### src/rtl/pattern_pkg.sv
// Shared constants, FSM state type and small helpers for the pattern word generator.
package pattern_pkg;

    localparam int WORD_W     = 32;  // generated word width
    localparam int PAT_W      = 3;   // pattern / window width
    localparam int MAX_COPIES = 10;  // 10 copies * 3 bits = 30 bits, the most that fit in a word
    localparam int N_WINDOWS  = 30;  // window starts 0..29; no wrap past bit 31
    localparam int IDX_W      = 5;   // shared bit/window index width
    localparam int COPIES_W   = 4;   // width of the Copies request

    typedef enum logic [1:0] {
        ST_IDLE  = 2'd0,
        ST_BUILD = 2'd1,
        ST_COUNT = 2'd2,
        ST_DONE  = 2'd3
    } state_t;

    // Number of word bits covered by pattern copies: 3 * min(copies, 10).
    // Computed once at Start so BUILD only needs a single compare per bit.
    function automatic logic [IDX_W-1:0] cover_limit(input logic [COPIES_W-1:0] copies);
        logic [COPIES_W-1:0] eff;
        eff = (copies > COPIES_W'(MAX_COPIES)) ? COPIES_W'(MAX_COPIES) : copies;
        return IDX_W'(eff) * IDX_W'(PAT_W);
    endfunction

    // Position inside the pattern for a given word bit index.
    function automatic logic [1:0] pat_phase(input logic [IDX_W-1:0] idx);
        return 2'(idx % IDX_W'(PAT_W));
    endfunction

endpackage

### src/rtl/pattern_window_cmp.sv
// Combinational compare of one window of word bits against the target pattern.
// Kept as its own block so a detector can reuse it unchanged.
module pattern_window_cmp
    import pattern_pkg::*;
#(
    parameter int W = PAT_W
) (
    input  logic [W-1:0] window_i,
    input  logic [W-1:0] pattern_i,
    output logic         match_o
);

    // Every bit of the window must equal the pattern bit at the same offset.
    logic [W-1:0] bit_eq;

    for (genvar gi = 0; gi < W; gi++) begin : g_bit_eq
        assign bit_eq[gi] = (window_i[gi] == pattern_i[gi]);
    end

    assign match_o = &bit_eq;

endmodule

### src/rtl/pattern_word_generator.sv
// Builds a 32-bit word from repeated copies of a 3-bit pattern (one bit per
// cycle), then counts the non-wrapping 3-bit windows equal to that pattern
// (one window per cycle). One 5-bit index serves both passes.
module pattern_word_generator
    import pattern_pkg::*;
(
    input  logic                Clk,
    input  logic                Rst,
    input  logic                Start,
    input  logic [PAT_W-1:0]    Pattern,
    input  logic [COPIES_W-1:0] Copies,
    input  logic                Fill,
    output logic [WORD_W-1:0]   WordOut,
    output logic [WORD_W-1:0]   CountOut,
    output logic                Busy,
    output logic                Done
);

    localparam logic [IDX_W-1:0] LAST_BIT = IDX_W'(WORD_W - 1);
    localparam logic [IDX_W-1:0] LAST_WIN = IDX_W'(N_WINDOWS - 1);

    state_t              state_q,  state_d;
    logic [IDX_W-1:0]    idx_q,    idx_d;     // bit index in BUILD, window start in COUNT
    logic [PAT_W-1:0]    pat_q,    pat_d;     // pattern latched at Start
    logic [IDX_W-1:0]    limit_q,  limit_d;   // bits below this index come from the pattern
    logic                fill_q,   fill_d;
    logic [WORD_W-1:0]   word_q,   word_d;
    logic [IDX_W-1:0]    count_q,  count_d;   // max 30, so 5 bits never overflow

    logic                build_bit;
    logic [PAT_W-1:0]    window;
    logic                win_match;

    // Bit written at the current index: pattern bit inside the covered span, Fill above it.
    assign build_bit = (idx_q < limit_q) ? pat_q[pat_phase(idx_q)] : fill_q;

    // Window starting at the current index. COUNT only visits 0..29, so idx+2 stays in range.
    for (genvar gi = 0; gi < PAT_W; gi++) begin : g_window
        assign window[gi] = word_q[idx_q + IDX_W'(gi)];
    end

    pattern_window_cmp #(
        .W (PAT_W)
    ) u_window_cmp (
        .window_i  (window),
        .pattern_i (pat_q),
        .match_o   (win_match)
    );

    // Next-state logic: one state step per clock; inputs are only looked at in IDLE.
    always_comb begin
        state_d = state_q;
        idx_d   = idx_q;
        pat_d   = pat_q;
        limit_d = limit_q;
        fill_d  = fill_q;
        word_d  = word_q;
        count_d = count_q;

        case (state_q)
            ST_IDLE: begin
                if (Start) begin
                    pat_d   = Pattern;
                    limit_d = cover_limit(Copies);
                    fill_d  = Fill;
                    idx_d   = '0;
                    count_d = '0;
                    state_d = ST_BUILD;
                end
            end

            ST_BUILD: begin
                // Only the indexed bit changes; bits not yet reached keep the old word.
                word_d[idx_q] = build_bit;
                if (idx_q == LAST_BIT) begin
                    idx_d   = '0;
                    state_d = ST_COUNT;
                end else begin
                    idx_d = idx_q + 1'b1;
                end
            end

            ST_COUNT: begin
                if (win_match) begin
                    count_d = count_q + 1'b1;
                end
                if (idx_q == LAST_WIN) begin
                    idx_d   = '0;
                    state_d = ST_DONE;
                end else begin
                    idx_d = idx_q + 1'b1;
                end
            end

            ST_DONE: begin
                state_d = ST_IDLE;
            end

            default: begin
                state_d = ST_IDLE;
            end
        endcase
    end

    // State registers; reset clears everything and wins over Start.
    always_ff @(posedge Clk) begin
        if (Rst) begin
            state_q <= ST_IDLE;
            idx_q   <= '0;
            pat_q   <= '0;
            limit_q <= '0;
            fill_q  <= 1'b0;
            word_q  <= '0;
            count_q <= '0;
        end else begin
            state_q <= state_d;
            idx_q   <= idx_d;
            pat_q   <= pat_d;
            limit_q <= limit_d;
            fill_q  <= fill_d;
            word_q  <= word_d;
            count_q <= count_d;
        end
    end

    assign WordOut  = word_q;
    assign CountOut = {{(WORD_W - IDX_W){1'b0}}, count_q};
    assign Busy     = (state_q == ST_BUILD) || (state_q == ST_COUNT);
    assign Done     = (state_q == ST_DONE);

endmodule

### config.mk
export PLATFORM = sky130hd
export DESIGN_NAME = pattern_word_generator
export DESIGN_NICKNAME = d
export VERILOG_FILES = /design/src/rtl/pattern_pkg.sv /design/src/rtl/pattern_window_cmp.sv /design/src/rtl/pattern_word_generator.sv
export SDC_FILE = /design/constraint.sdc
export NUM_CORES = 1
export LEC_CHECK = 0
export ABC_AREA = 1
export BUFFER_PORTS_ARGS = -buffer_cell sky130_fd_sc_hd__buf_2
export CAP_MARGIN = 10
export CORE_UTILIZATION = 50
export CTS_CLUSTER_DIAMETER = 120
export DETAILED_ROUTE_END_ITERATION = 12
export PLACE_DENSITY = 0.8
export SLEW_MARGIN = 25
export SYNTH_ARGS = -nofsm -noshare
export SYNTH_HDL_FRONTEND = slang
export SYNTH_SLANG_ARGS = --single-unit
export TNS_END_PERCENT = 20
### constraint.sdc
create_clock -name Clk -period 3.45 [get_ports Clk]
set_input_delay 0 -clock Clk [delete_from_list [all_inputs] [get_ports Clk]]
set_output_delay 0 -clock Clk [all_outputs]
set_load 0.01 [all_outputs]
==> results of run 1 <==
synth_stat cells:
library cell  instances  area (sq um)
a211oi_1              1          7.51
a21oi_1              32           160
a21oi_2              31           272
and2_1                1          6.26
buf_1                 1          3.75
buf_2                 5          25.0
buf_4                28           210
buf_6                 8          90.1
clkbuf_1              9          33.8
clkbuf_8              1          13.8
clkinv_1              1          3.75
conb_1                1          3.75
dfxtp_1              53          1060
fa_1                  1          20.0
ha_1                 24           300
inv_1                65           244
inv_2                 3          11.3
mux2i_1               1          10.0
nand2_1              98           368
nand2_2               3          18.8
nand2_4               3          33.8
nand3_1              36           180
nand3_2               3          30.0
nand3b_1              1          7.51
nand4_1               4          25.0
nand4_2               1          12.5
nor2_1               67           251
nor3_1                5          25.0
o211a_1               1          10.0
o211ai_1             12          90.1
o21ai_0              79           395
o21ai_1               3          15.0
o221ai_1              2          17.5
o31ai_1               3          22.5
or2_1                 1          6.26
or2_2                 2          12.5
xnor2_1               2          17.5
xnor2_2               1          16.3
xor2_1                6          52.6
state kept, by name, summed over array words and instances (netlist names):
| name | count |
|---|---|
| fill_q | 1 |
| WordOut | 32 |
| limit_q | 5 |
| pat_q | 3 |
| count_q | 5 |
| idx_q | 5 |
| state_q | 2 |
area by class of cell:
type                            count  area (sq um)
Fill cell                         758          3320
Multi-Input combinational cell    454          2600
Sequential cell                    53          1060
Timing Repair Buffer               61           348
Inverter                           69           259
Tap cell                          102           128
Clock buffer                        7          86.3
worst max-delay path: stages (launching register included):
cell     delay (ns)
dfxtp_1        0.51
ha_1           0.21
inv_1          0.06
nand2_2        0.07
nand2_1        0.08
nand4_1        0.16
nand3_1        0.10
nand2_1        0.08
nand2_2        0.09
a21oi_4        0.15
nand3_2        0.08
nand2_1        0.06
nand2_1        0.06
inv_1          0.05
ha_1           0.13
inv_1          0.04
nand2_1        0.05
inv_1          0.04
nand3_1        0.08
nand2_1        0.08
nand2_1        0.10
nand2_1        0.05
nand3_1        0.12
nand3_4        0.25
nand2_8        0.24
a21oi_2        0.07
kinds of logic after synthesis:
family | after synthesis | share of synthesized area [%]
AND/OR/NAND/NOR | 225 | 23.9
AO/OA/AOI/OAI | 164 | 24.2
buffers and inverters | 121 | 15.6
flip-flops | 53 | 26.0
adder cells (fa/ha/maj) | 25 | 7.84
XOR/XNOR | 9 | 2.11
other | 1 | 0.0918
multiplexers | 1 | 0.245
per-layer routing:
metal,vias up,track usage (%),routed length (microns)
met3,11,2.79,724
met5,-,0,0
met2,166,40.6,5090
met1,1894,31.3,4580
li1,2015,-,-
met4,0,5.99,121
stage by stage:
stage               area [sq um]  setup slack, ns  util, %  power (mW)  cells
finish                      4480            0.310     57.4        2.40    746
global route                4480          -0.0246     57.4        2.55    746
CTS                         4370           0.0760     55.9        2.12    743
detailed placement          4230           0.0962     54.2        1.76    731
global placement            4230            0.301     54.2        1.73    731
floorplan                   4180            0.290        -        1.64    625
power groups by stage:
stage               Clock, mW  Sequential, mW  Combinational [mW]
floorplan                   0           0.720               0.924
global placement            0           0.717                1.01
detailed placement          0           0.720                1.04
CTS                     0.370           0.706                1.05
global route            0.385           0.715                1.45
finish                  0.368           0.706                1.33
path summary, 6_finish.rpt:
check / end / startpoint / slack, ns
max: WordOut[11]$_SDFFE_PP0P_ / idx_q[3]$_SDFFE_PP0P_ / 0.31
min: pat_q[0]$_SDFFE_PP0P_ / Pattern[0] / 0.01
max reg2reg: WordOut[11]$_SDFFE_PP0P_ / idx_q[3]$_SDFFE_PP0P_ / 0.31
min reg2reg: limit_q[1]$_SDFFE_PP0P_ / limit_q[1]$_SDFFE_PP0P_ / 0.49
timing repair:
item	in CTS	in global routing
setup endpoints to repair	0	32
hold buffers	5	0
gates resized for setup	0	14
endpoints found under the hold margin	11	0
==> impl_metrics.json, run 1 <==
{
  "outcome": "completed",
  "core_sq_um": 7810,
  "final_nets": 680,
  "fp.dieW_microns": 92.4,
  "clockBufferDepth": 2,
  "initial_utilization_pct": 52.3,
  "rows": 32,
  "tightest_slew_ns": 0.574,
  "first_pass_iters": 6,
  "cts_htree_levels": 2,
  "grt_pass1_wl_microns": 16400,
  "syn2layout_area_growth_pct": 9.80,
  "dieArea_sq_um": 8530,
  "vias_per_cell": 5.48,
  "grt_overflow": 0,
  "clkSinkCount": 53,
  "drv_slew": 0,
  "p_seq_share_pct": 29.4,
  "peakVddDrop_mv": 0.239,
  "min_period_ns": 3.14,
  "drt-initial-drc-count": 404,
  "fin_skew_ns": 0.00729,
  "cts_root_buffer": "clkbuf_8",
  "worstPathRequired_ns": 3.65,
  "crit_arrival_ns": 3.34,
  "timing.fmax_mhz": 318,
  "finalHoldViolCount": 0,
  "grt_use_total_pct": 23.6,
  "portBuffers": 49,
  "final_cell_mix": "98 x nand2_1, 79 x o21ai_0, 67 x nor2_1",
  "power_switching_mw": 1.19,
  "grt_pass1_vias": 3555,
  "cp_max_fo": 8,
  "die_h_microns": 92.4,
  "comb_power_share_pct": 55.3,
  "ys_seq_area_share_pct": 26.0,
  "post-route-period-util_pct": 91.0,
  "diodes": 0,
  "slew_headroom_pct": 61.7,
  "clkLatencyLatePin_ns": 0.31,
  "setup_viol": 0,
  "reg2regPathDepth": 25,
  "whs_ns": 0.0115,
  "syn_area_sq_um": 4080,
  "vias": 4086,
  "ant_nets": 0,
  "crit_path_end_kind": "register",
  "gp_congestion": 0.944,
  "ys_ff_latch": 53,
  "post_cts_buffers": 0,
  "p_leak_nw": 2.02,
  "ios": 77,
  "wl_per_cell_microns": 14.1,
  "antenna_found_initial": 0,
  "cap_violations": 0,
  "drc": 0,
  "cts_made_buffers": 5,
  "final_common_cell": "nand2_1",
  "cts_tree": "yes",
  "min_path_cells": 3,
  "postSynthCellCount": 599,
  "syn_area_per_cell_sq_um": 6.82,
  "yosysWarnings": 0,
  "drive_above_1_share_pct": 18.5,
  "clk_pin_slew_ns": 0.10,
  "path_class": "register to register",
  "ys_types": 39,
  "fin_setup_tns_ns": 0,
  "cp-start-kind": "register",
  "powerDensity_nw_per_um2": 536,
  "hpwl_microns": 7240,
  "wl_microns": 10500,
  "clockPowerShare_pct": 15.3,
  "hold_path_class": "input pin to register",
  "intPower_mw": 1.21,
  "grt_max_degree": 51,
  "sw_frac_of_total_pct": 49.5
}
Power figures use the tool's default switching activity.
==> run 2: changes to the inputs <==
Settings changed: CORE_ASPECT_RATIO from default to 0.6, REMOVE_ABC_BUFFERS from default to 1.
==> run 2 against run 1 <==
Fmax fell by 2.4%. Flip-flop and latch count did not move. Clock skew fell by 0.0022 ns. Critical path type unchanged. Non-clock buffer count rose by 8.
==> impl_metrics.json, run 2 (synthesis gave the netlist of run 1 again) <==
{
  "final_common_cell": "nand2_1",
  "final_cells": 758,
  "grt_max_degree": 51,
  "fill_cells": 742,
  "rows": 25,
  "grt_use_total_pct": 25.5,
  "crit_arrival_ns": 3.40,
  "timing.fmax_mhz": 311,
  "slew_headroom_pct": 59.9,
  "drc": 0,
  "antenna_found_initial": 0,
  "dp.cells": 737,
  "drive_above_1_share_pct": 20.3,
  "vias": 4175,
  "first_pass_iters": 5,
  "path_class": "register to register",
  "vias_per_cell": 5.51,
  "min_from": "Pattern[1]",
  "fin_skew_ns": 0.00512,
  "hpwl_microns": 7850,
  "cp-start-kind": "register",
  "diodes": 0,
  "worstPathRequired_ns": 3.64,
  "dieArea_sq_um": 8550,
  "cts_tree": "yes",
  "peakVddDrop_mv": 0.335,
  "portBuffers": 49,
  "cp_max_fo": 11,
  "wl_microns": 11100,
  "post-route-util_pct": 58.4,
  "min_path_cells": 3,
  "cts_root_buffer": "clkbuf_16",
  "reg2regPathDepth": 27,
  "initial_utilization_pct": 51.8,
  "setup_viol": 0,
  "ant_nets": 0,
  "clkSinkCount": 53,
  "largest_register_ffs": 32,
  "clkLatencyLatePin_ns": 0.30,
  "ios": 77,
  "hold_end": "pat_q[1]$_SDFFE_PP0P_",
  "fin_setup_tns_ns": 0,
  "critical-path-slowest-cell": "dfxtp_2",
  "cap_violations": 0,
  "path_common_cell": "nand2_1",
  "core_sq_um": 7880,
  "grt_pass1_wl_microns": 17400,
  "drv_slew": 0,
  "hold_path_class": "input pin to register",
  "seqCellArea_sq_um": 1070,
  "p_leak_nw": 2.10,
  "clockBufferDepth": 2,
  "timing.rr.start": "idx_q[1]$_SDFFE_PP0P_",
  "cts_made_buffers": 5,
  "final_nets": 686,
  "die_h_microns": 72.0,
  "crit_path_end_kind": "register",
  "powerDensity_nw_per_um2": 594,
  "gp_congestion": 0.951,
  "grt_pass1_vias": 3536,
  "post-route-period-util_pct": 93.2,
  "drt-initial-drc-count": 380,
  "grt_overflow": 0,
  "cts_htree_levels": 2,
  "min_period_ns": 3.22,
  "outcome": "completed",
  "multi_input_area_sq_um": 2550,
  "ff2ff_setup_slack_ns": 0.23,
  "finalHoldViolCount": 0,
  "slowest_delay_ns": 0.35,
  "fp.dieW_microns": 119,
  "clk_pin_slew_ns": 0.07,
  "timing.critical_path.buf_inv": 8,
  "critical_path.top_delay_family": "simple AND/OR/NAND/NOR gates",
  "wl_per_cell_microns": 14.7,
  "tightest_slew_ns": 0.600,
  "worst_r2r_endpoint": "WordOut[29]$_SDFFE_PP0P_",
  "final_cell_mix": "97 x nand2_1, 79 x o21ai_0, 66 x nor2_1",
  "syn2layout_area_growth_pct": 12.7
}
==> run 2: changes by cell type in the layout (fill, tap and decap cells not counted), sizes merged <==
cell,delta
dlygate4sd3,-3
buf,+10
clkinvlp,+1
nand2,-2
==> run 2: what timing repair did <==
| action | 4_1_cts | 5_1_grt |
|---|---|---|
| setup buffers | 0 | 10 |
| hold endpoints to repair | 6 | 0 |
| setup endpoints to repair | 0 | 35 |
| hold buffers | 2 | 0 |
| resized for setup | 0 | 15 |
==> run 2: how the worst max path moves through the flow <==
stage / startpoint / slack, ns / cells after the start / endpoint
6_report: idx_q[1]$_SDFFE_PP0P_ / 0.23 / 27 / WordOut[29]$_SDFFE_PP0P_
3_3_place_gp: idx_q[1]$_SDFFE_PP0P_ / 0.29 / 26 / WordOut[29]$_SDFFE_PP0P_
2_1_floorplan: idx_q[0]$_SDFFE_PP0P_ / -0.78 / 27 / WordOut[0]$_SDFFE_PP0P_
5_1_grt: idx_q[1]$_SDFFE_PP0P_ / -0.13 / 27 / WordOut[19]$_SDFFE_PP0P_
4_1_cts: idx_q[1]$_SDFFE_PP0P_ / 0.05 / 26 / WordOut[7]$_SDFFE_PP0P_
3_5_place_dp: idx_q[1]$_SDFFE_PP0P_ / 0.09 / 26 / WordOut[7]$_SDFFE_PP0P_
==> run 2: metrics by stage <==
step	setup slack [ns]	total power, mW	cell area, sq um	hold slack, ns
after floorplan	-0.777	1.49	3800	0.0691
after CTS	0.0490	2.35	4420	0.00171
final	0.233	2.73	4600	0.00138
after global placement	0.294	1.78	4250	0.267
after global routing	-0.128	2.89	4600	0.0332
after detailed placement	0.0942	1.83	4250	0.266
==> run 2: worst reg2reg max path, cell delays in order, from the launching register on <==
cell and delay (ns):
dfxtp_2 0.35, inv_2 0.07, buf_4 0.14, ha_1 0.19
nor2_2 0.14, inv_1 0.08, nand3_1 0.10, nand2_1 0.09
inv_2 0.07, nand3_2 0.07, nand2_4 0.11, nand2_2 0.09
nand3_2 0.09, nand2_1 0.05, nand2_1 0.08, inv_1 0.05
ha_1 0.16, inv_1 0.05, nand2_1 0.04, inv_1 0.07
nand3_1 0.10, nand2_1 0.13, nand3_1 0.09, nand3_1 0.15
nand3_4 0.13, nand2_8 0.16, clkbuf_16 0.19, a21oi_2 0.06
==> run 2: where the power goes <==
group | switching [mW] | internal (mW) | leakage, nW | total [mW]
Clock | 0.238 | 0.286 | 0.0690 | 0.524
Sequential | 0.0402 | 0.668 | 0.432 | 0.708
Combinational | 0.921 | 0.580 | 1.60 | 1.50
Total | 1.20 | 1.53 | 2.10 | 2.73
==> run 2: final cells by class <==
type                       instances  area share (%)
clock inverter                     1           0.163
inverter                          69            5.63
clock buffer                       6            3.02
tap                              108            2.94
timing repair buffer              69            9.79
multi-input combinational        452            55.3
sequential                        53            23.2
==> run 2: layer usage <==
metal  part of all wire, %  GRT usage, %
met1                    48          37.8
met4                  0.82          4.92
met5                     0             0
met3                   8.3          4.40
met2                    43          38.5
